===== src/rtl/stage_memory.sv =====
// Memory stage of the vector ASIP pipeline.
// Performs scalar and multi-beat vector loads/stores against a synchronous
// word memory, stalls upstream during multi-beat accesses, and registers the
// writeback bundle for the MEM/WB pipe.
module stage_memory #(
  parameter int unsigned RegisterSize = 8,
  parameter int unsigned VectorSize   = 4,
  parameter int unsigned WordWidth    = 16,
  parameter int unsigned AddrWidth    = 16
) (
  input  logic                               clk,
  input  logic                               rst,
  input  logic                               in_valid,
  input  logic                               in_mem_write,
  input  logic [1:0]                         in_wb_sel,
  input  logic [3:0]                         in_reg,
  input  logic [RegisterSize-1:0]            in_imm,
  input  logic                               in_wr_sc,
  input  logic                               in_wr_vec,
  input  logic                               in_vector,
  input  logic [AddrWidth-1:0]               in_addr,
  input  logic [VectorSize*RegisterSize-1:0] in_data,
  output logic                               stall,
  output logic [AddrWidth-1:0]               mem_addr,
  output logic [WordWidth-1:0]               mem_wdata,
  output logic                               mem_we,
  input  logic [WordWidth-1:0]               mem_rdata,
  output logic                               out_valid,
  output logic [1:0]                         out_wb_sel,
  output logic [3:0]                         out_reg,
  output logic [RegisterSize-1:0]            out_imm,
  output logic                               out_wr_sc,
  output logic                               out_wr_vec,
  output logic [VectorSize*RegisterSize-1:0] out_data
);

  localparam int unsigned Lpw   = WordWidth / RegisterSize;
  localparam int unsigned Beats = VectorSize / Lpw;
  localparam int unsigned BeatW = (Beats > 1) ? $clog2(Beats) : 1;
  localparam int unsigned DataW = VectorSize * RegisterSize;

  typedef enum logic [1:0] {StIdle, StBeat, StWait, StDone} state_e;

  state_e                  state_q, state_d;
  logic [BeatW-1:0]        beat_q, beat_d;
  // Latched request for the access in flight
  logic                    store_q, store_d;
  logic                    vector_q, vector_d;
  logic [1:0]              wb_sel_q, wb_sel_d;
  logic [3:0]              reg_q, reg_d;
  logic [RegisterSize-1:0] imm_q, imm_d;
  logic                    wr_sc_q, wr_sc_d;
  logic                    wr_vec_q, wr_vec_d;
  logic [AddrWidth-1:0]    addr_q, addr_d;
  // Store data, or load capture buffer (cleared on accept of a load)
  logic [DataW-1:0]        data_q, data_d;
  // Registered writeback bundle
  logic                    out_valid_q, out_valid_d;
  logic [1:0]              out_wb_sel_q, out_wb_sel_d;
  logic [3:0]              out_reg_q, out_reg_d;
  logic [RegisterSize-1:0] out_imm_q, out_imm_d;
  logic                    out_wr_sc_q, out_wr_sc_d;
  logic                    out_wr_vec_q, out_wr_vec_d;
  logic [DataW-1:0]        out_data_q, out_data_d;

  logic             is_store, is_load, last_beat, cap_en, load_out;
  logic [BeatW-1:0] cap_word;

  assign is_store = in_mem_write;
  assign is_load  = !in_mem_write && (in_wb_sel == 2'b01);

  // Next-state, memory bus and writeback bundle decode
  always_comb begin
    state_d      = state_q;
    beat_d       = beat_q;
    store_d      = store_q;
    vector_d     = vector_q;
    wb_sel_d     = wb_sel_q;
    reg_d        = reg_q;
    imm_d        = imm_q;
    wr_sc_d      = wr_sc_q;
    wr_vec_d     = wr_vec_q;
    addr_d       = addr_q;
    data_d       = data_q;
    out_valid_d  = 1'b0;
    out_wb_sel_d = out_wb_sel_q;
    out_reg_d    = out_reg_q;
    out_imm_d    = out_imm_q;
    out_wr_sc_d  = out_wr_sc_q;
    out_wr_vec_d = out_wr_vec_q;
    out_data_d   = out_data_q;
    stall        = 1'b0;
    mem_addr     = '0;
    mem_wdata    = '0;
    mem_we       = 1'b0;
    last_beat    = 1'b0;
    cap_en       = 1'b0;
    cap_word     = '0;
    load_out     = 1'b0;

    unique case (state_q)
      StIdle, StDone: begin
        state_d = StIdle;
        if (in_valid) begin
          if (is_store || is_load) begin
            store_d  = is_store;
            vector_d = in_vector;
            wb_sel_d = in_wb_sel;
            reg_d    = in_reg;
            imm_d    = in_imm;
            wr_sc_d  = in_wr_sc;
            wr_vec_d = in_wr_vec;
            addr_d   = in_addr;
            data_d   = is_store ? in_data : '0;
            beat_d   = '0;
            state_d  = StBeat;
          end else begin
            out_valid_d  = 1'b1;
            out_wb_sel_d = in_wb_sel;
            out_reg_d    = in_reg;
            out_imm_d    = in_imm;
            out_wr_sc_d  = in_wr_sc;
            out_wr_vec_d = in_wr_vec;
            out_data_d   = in_data;
          end
        end
      end
      StBeat: begin
        stall    = 1'b1;
        mem_addr = addr_q + AddrWidth'(beat_q);
        if (store_q) begin
          mem_we = 1'b1;
          if (vector_q) begin
            for (int unsigned w = 0; w < Beats; w++) begin
              if (beat_q == BeatW'(w)) mem_wdata = data_q[w*WordWidth +: WordWidth];
            end
          end else begin
            mem_wdata[RegisterSize-1:0] = data_q[RegisterSize-1:0];
          end
        end else if (beat_q != '0) begin
          // Read data lags the address by one cycle: capture the previous beat's word
          cap_en   = 1'b1;
          cap_word = beat_q - BeatW'(1);
        end
        last_beat = !vector_q || (beat_q == BeatW'(Beats - 1));
        if (last_beat) begin
          if (store_q) begin
            state_d  = StDone;
            load_out = 1'b1;
          end else begin
            state_d = StWait;
          end
        end else begin
          beat_d = beat_q + BeatW'(1);
        end
      end
      StWait: begin
        stall = 1'b1;
        if (vector_q) begin
          cap_en   = 1'b1;
          cap_word = beat_q;
        end else begin
          data_d[RegisterSize-1:0] = mem_rdata[RegisterSize-1:0];
        end
        state_d  = StDone;
        load_out = 1'b1;
      end
      default: state_d = StIdle;
    endcase

    if (cap_en) begin
      for (int unsigned w = 0; w < Beats; w++) begin
        if (cap_word == BeatW'(w)) data_d[w*WordWidth +: WordWidth] = mem_rdata;
      end
    end

    if (load_out) begin
      out_valid_d  = 1'b1;
      out_wb_sel_d = wb_sel_q;
      out_reg_d    = reg_q;
      out_imm_d    = imm_q;
      out_wr_sc_d  = wr_sc_q & ~store_q;
      out_wr_vec_d = wr_vec_q & ~store_q;
      out_data_d   = data_d;
    end
  end

  // State, request latch and writeback registers
  always_ff @(posedge clk or negedge rst) begin
    if (!rst) begin
      state_q      <= StIdle;
      beat_q       <= '0;
      store_q      <= 1'b0;
      vector_q     <= 1'b0;
      wb_sel_q     <= '0;
      reg_q        <= '0;
      imm_q        <= '0;
      wr_sc_q      <= 1'b0;
      wr_vec_q     <= 1'b0;
      addr_q       <= '0;
      data_q       <= '0;
      out_valid_q  <= 1'b0;
      out_wb_sel_q <= '0;
      out_reg_q    <= '0;
      out_imm_q    <= '0;
      out_wr_sc_q  <= 1'b0;
      out_wr_vec_q <= 1'b0;
      out_data_q   <= '0;
    end else begin
      state_q      <= state_d;
      beat_q       <= beat_d;
      store_q      <= store_d;
      vector_q     <= vector_d;
      wb_sel_q     <= wb_sel_d;
      reg_q        <= reg_d;
      imm_q        <= imm_d;
      wr_sc_q      <= wr_sc_d;
      wr_vec_q     <= wr_vec_d;
      addr_q       <= addr_d;
      data_q       <= data_d;
      out_valid_q  <= out_valid_d;
      out_wb_sel_q <= out_wb_sel_d;
      out_reg_q    <= out_reg_d;
      out_imm_q    <= out_imm_d;
      out_wr_sc_q  <= out_wr_sc_d;
      out_wr_vec_q <= out_wr_vec_d;
      out_data_q   <= out_data_d;
    end
  end

  assign out_valid  = out_valid_q;
  assign out_wb_sel = out_wb_sel_q;
  assign out_reg    = out_reg_q;
  assign out_imm    = out_imm_q;
  assign out_wr_sc  = out_wr_sc_q;
  assign out_wr_vec = out_wr_vec_q;
  assign out_data   = out_data_q;

endmodule

===== config.mk =====
export PLATFORM = sky130hd
export DESIGN_NAME = stage_memory
export DESIGN_NICKNAME = d
export VERILOG_FILES = /design/src/rtl/stage_memory.sv
export SDC_FILE = /design/constraint.sdc
export NUM_CORES = 1
export LEC_CHECK = 0
export CORE_MARGIN = 1
export CORE_UTILIZATION = 35
export CTS_CLUSTER_DIAMETER = 100
export DETAILED_ROUTE_END_ITERATION = 10
export GPL_TIMING_DRIVEN = 0
export HOLD_SLACK_MARGIN = 0.03
export SLEW_MARGIN = 20
export SYNTH_ARGS = -nofsm -noshare
export SYNTH_HDL_FRONTEND = slang
export SYNTH_SLANG_ARGS = --single-unit

===== constraint.sdc =====
create_clock -name clk -period 2.2 [get_ports clk]
set_input_delay 0.33 -clock clk [delete_from_list [all_inputs] [get_ports clk]]
set_output_delay 0.33 -clock clk [all_outputs]
set_load 0.01 [all_outputs]

==> impl.org <==
** STA
- The worst path uses 109% of the clock period.
- Setup TNS :: -837 ps
- The clock arrives with 8.62 ps of skew.
- Number of failing hold endpoints at the final stage :: 0
- Final Critical Period :: 2390 ps
- The total count of max-transition violations in the final report was 0.
- Setup-violating endpoint count in the final report :: 12
- Derived from the worst setup path, the maximum achievable clock frequency is 0.418 GHz.
- At the pin with the least slew margin, the transition time is 705 ps.
- Worst-case hold slack :: 403 ps
- In this run the tightest slew margin relative to its limit is 53.0%.
- Setup repair after global routing could not meet its margin everywhere.
- After layout, the worst setup slack is -194 ps.

** Synth
- Post-synthesis cell type count :: 62
- In this run, synthesis produced a sequential element count of 118.
- Proportion of register bits with asynchronous set or reset after synthesis :: 100%
- Top cell types by occurrence after synthesis :: 118 x sky130_fd_sc_hd__dfrtp_1, 61 x sky130_fd_sc_hd__nor2_1, 38 x sky130_fd_sc_hd__nand2_1
- Cell type contributing the most total cell area after synthesis :: sky130_fd_sc_hd__dfrtp_1
- Average cell area after synthesis :: 10.6 sq um
- Largest cells by area after synthesis :: sky130_fd_sc_hd__dfrtp_1 46%, sky130_fd_sc_hd__o211ai_1 3.8%, sky130_fd_sc_hd__nor2_1 3.6%, sky130_fd_sc_hd__o31ai_1 3.4%, sky130_fd_sc_hd__and2_1 2.4%
- Of the post-synthesis cell area, the dominant cell type holds 46.1%.
- Flip-flop cell with the highest count after synthesis :: sky130_fd_sc_hd__dfrtp_1
- Synthesis produced a netlist whose cell count is 605.
- The number of nets handed over by synthesis was 694.
- Cell Area, Synth :: 6410 sq um
- The share of the Yosys chip area taken by registers is 46.1%.
- Synthesis Warnings :: 0
- The synthesized design contains 0 enable-type register cells.
- The most common cell in the synthesized netlist is sky130_fd_sc_hd__dfrtp_1.

** Status
- The flow ran to the end, but the final reports show violations.
- The checks that failed: setup timing.

** Critical path
- Crit-path max cell delay :: 510 ps
- Launch point of the worst reg-to-reg path :: state_q[1]$_DFFE_PN0P_
- Data on the critical path arrives at its endpoint at 2060 ps.
- Slowest stage cell on the critical path :: sky130_fd_sc_hd__or4b_1
- Counting both buffers and inverters, the worst setup path holds a total of 1.
- Among cell families on the critical path, the largest total delay comes from simple AND/OR/NAND/NOR gates.
- Kind of launch point of the worst setup path :: flip-flop
- Crit Path Class :: flip-flop to output port
- Worst setup path startpoint :: addr_q[5]$_DFFE_PN0P_
- Worst endpoint required time :: 1870 ps
- Walking the worst path, the cells encountered are and4_4 -> nand3_4 -> or4b_1 -> o21ai_1 -> buf_2.
- Kind of end point of the critical path :: output port
- Critical Path Fanout Max :: 5

** Clock tree
- Maximum root-to-sink buffer count :: 2
- The H-tree was split into 4 levels.
- For this design, the sink count on the clock tree is 118.
- Clock buffers created by TritonCTS :: 17
- Clock latency on the worst-skew pair :: 410 ps
- Clock-pin slew was measured on the worst setup and hold paths at 50 ps.
- TritonCTS built the clock tree.
- The tree is rooted in a sky130_fd_sc_hd__clkbuf_16.

** Detailed routing
- The first TritonRoute pass finished after 5 iterations.
- Mean routed wirelength per cell :: 21.5 um
- Residual antenna-violating net count after detailed routing :: 0
- The detailed router finished its first iteration with 307 violations.
- Per-cell via count in the routed design :: 5.80
- The routed design has 22,700 um of wire.
- Via count :: 6,146
- DRC violation count after routing :: 0

** Power
- Power spread over the standard cell area amounts to 1540 nW/um^2.
- Overall power consumption :: 14.6 mW
- The analysis attributes to cell leakage a power of 3.93 nW.
- Maximum resistive drop on vdd :: 766 uV

** Global routing
- Grt ovf :: 0
- Largest net degree at the start of global routing :: 80
- Across every metal layer, demand over resource in global routing totals 24.1%.
- Number of global-route vias before repair :: 6,100
- Wire length of the first global-routing pass :: 33,700 um
- The initial antenna violation count was 0.

** Placed design
- The congestion estimate from routability-driven global placement came to 0.887.
- Area after DPL :: 8390 sq um
- Number of port buffers :: 167
- Once placement completed, the tool counted placed cells totaling 1,002.
- DP Wirelength :: 15,900 um

** Cells and area
- Final net count :: 907
- Fraction of final layout cells with drive strength greater than 1 :: 28.2%
- The number of antenna diodes in the final layout is 0.
- Final Cell Area :: 9480 sq um
- Fill cells in the final layout number 1,581.
- The count of cells in the finished layout, fillers not included, comes to 1,059.
- Growth of design area from synthesis to finish :: 48.0%

** Job
- Max-cap violation count :: 0

** Min path
- Type of the tightest min-delay check :: input pin to async pin

** Floorplanning
- Core Box Area :: 18,000 sq um
- The floorplan step defined a die boundary enclosing 18,800 sq um.
- Die X :: 137 um
- For this configuration, the core starts out at a cell density of 35.7%.
- 168 I/O pins were placed.
- Chip Height :: 137 um
- Placement row count :: 49
## kinds of logic after synthesis
kind of cell	after synthesis	synth area share, %
AO/OA/AOI/OAI	179	23.3
XOR/XNOR	9	1.23
adder cells (fa/ha/maj)	4	0.781
buffers and inverters	61	5.27
flip-flops	118	46.1
multiplexers	41	7.62
AND/OR/NAND/NOR	193	15.7
## metal layers
metal / track usage (%) / wire [um] / vias to the layer above
met5: 0 / 0 / -
met2: 37.9 / 10700 / 299
met3: 6.07 / 1650 / 40
li1: - / - / 2739
met1: 31.8 / 9850 / 3068
met4: 9.34 / 534 / 0
## worst reg2reg max path: stages, from the launching register on
cell and delay (ps):
sky130_fd_sc_hd__dfrtp_1 410, sky130_fd_sc_hd__buf_4 160, sky130_fd_sc_hd__ha_4 230, sky130_fd_sc_hd__and2_1 160
sky130_fd_sc_hd__buf_4 170, sky130_fd_sc_hd__o21ai_2 180, sky130_fd_sc_hd__buf_6 210, sky130_fd_sc_hd__buf_6 170
sky130_fd_sc_hd__mux2_2 340
## what timing repair did
item                                   CTS  global route
resized for setup                      166            80
cloned                                   0             1
setup endpoints to repair               68           116
setup buffers                           10            16
endpoints found under the hold margin   39             0
hold buffers                             1             0
pin swaps                               14            24
## area by class of cell
type                       count  area, sq um  share of cell area, %
tap                          229          287                   3.02
clock buffer                  23          488                   5.15
timing repair buffer         196         1810                   19.0
sequential                   118         2960                   31.2
multi-input combinational    426         3450                   36.4
clock inverter                 8         73.8                  0.778
inverter                       9         36.3                  0.383
buffer                        50          383                   4.04
## power by group
part	internal (mW)	total (mW)	switching, mW
Combinational	3.74	7.87	4.13
Clock	1.66	2.66	1.00
Sequential	3.27	4.12	0.850
Total	8.67	14.6	5.98
## worst paths after layout
path	to	slack [ps]	cells after the start
min in group clk	imm_q[4]$_DFFE_PN0P_	490	1
worst max-delay path	mem_addr[11]	-190	5
worst max register to register	imm_q[6]$_DFFE_PN0P_	60	8
worst min register to register	imm_q[4]$_DFFE_PN0P_	490	1
max in group asynchronous	out_data[1]$_DFFE_PN0P_	1050	3
worst min-delay path	out_valid$_DFF_PN0_	400	2
## placed cells by master, fill, tap and decap left out, types with 5 or more instances in the layout
cell type                         synthesis  final
sky130_fd_sc_hd__buf_4                   11     31
sky130_fd_sc_hd__and2_1                  25     23
sky130_fd_sc_hd__a22o_1                  14     14
sky130_fd_sc_hd__nor2_1                  61     57
sky130_fd_sc_hd__mux2i_1                  9      6
sky130_fd_sc_hd__buf_6                    6     17
sky130_fd_sc_hd__buf_2                   18     36
sky130_fd_sc_hd__a221o_1                 14     14
sky130_fd_sc_hd__xnor2_1                  7      5
sky130_fd_sc_hd__clkbuf_16                0     17
sky130_fd_sc_hd__nand2_1                 38     34
sky130_fd_sc_hd__clkdlybuf4s50_1          0    132
sky130_fd_sc_hd__a22oi_1                 13     13
sky130_fd_sc_hd__clkbuf_1                14      9
sky130_fd_sc_hd__nand3_2                  0      5
sky130_fd_sc_hd__o31ai_1                 29     29
sky130_fd_sc_hd__inv_1                    8      5
sky130_fd_sc_hd__a21oi_2                  2      9
sky130_fd_sc_hd__o311ai_1                 6      6
sky130_fd_sc_hd__a221oi_2                10     21
sky130_fd_sc_hd__clkbuf_2                 0      6
sky130_fd_sc_hd__o211ai_1                32     32
sky130_fd_sc_hd__a21oi_1                 13      5
sky130_fd_sc_hd__mux2_4                  10     10
sky130_fd_sc_hd__mux2_2                  11     11
sky130_fd_sc_hd__mux2_1                  11     11
sky130_fd_sc_hd__nand2b_1                 6      6
sky130_fd_sc_hd__dfrtp_1                118    116
sky130_fd_sc_hd__o2bb2ai_1                9      9
sky130_fd_sc_hd__nand3_1                 15      9
sky130_fd_sc_hd__clkbuf_4                 0      5
sky130_fd_sc_hd__nand4_1                 18     18
## per-stage QoR
| stage | utilization (%) | setup slack [ps] |
|---|---|---|
| global route | 52.8 | -272 |
| finish | 52.8 | -194 |
| detailed placement | 46.7 | -426 |
| CTS | 51.0 | -237 |
| floorplan | - | 274 |
| global placement | 46.6 | -3900 |
No activity file was read; power rests on OpenSTA's default activity.
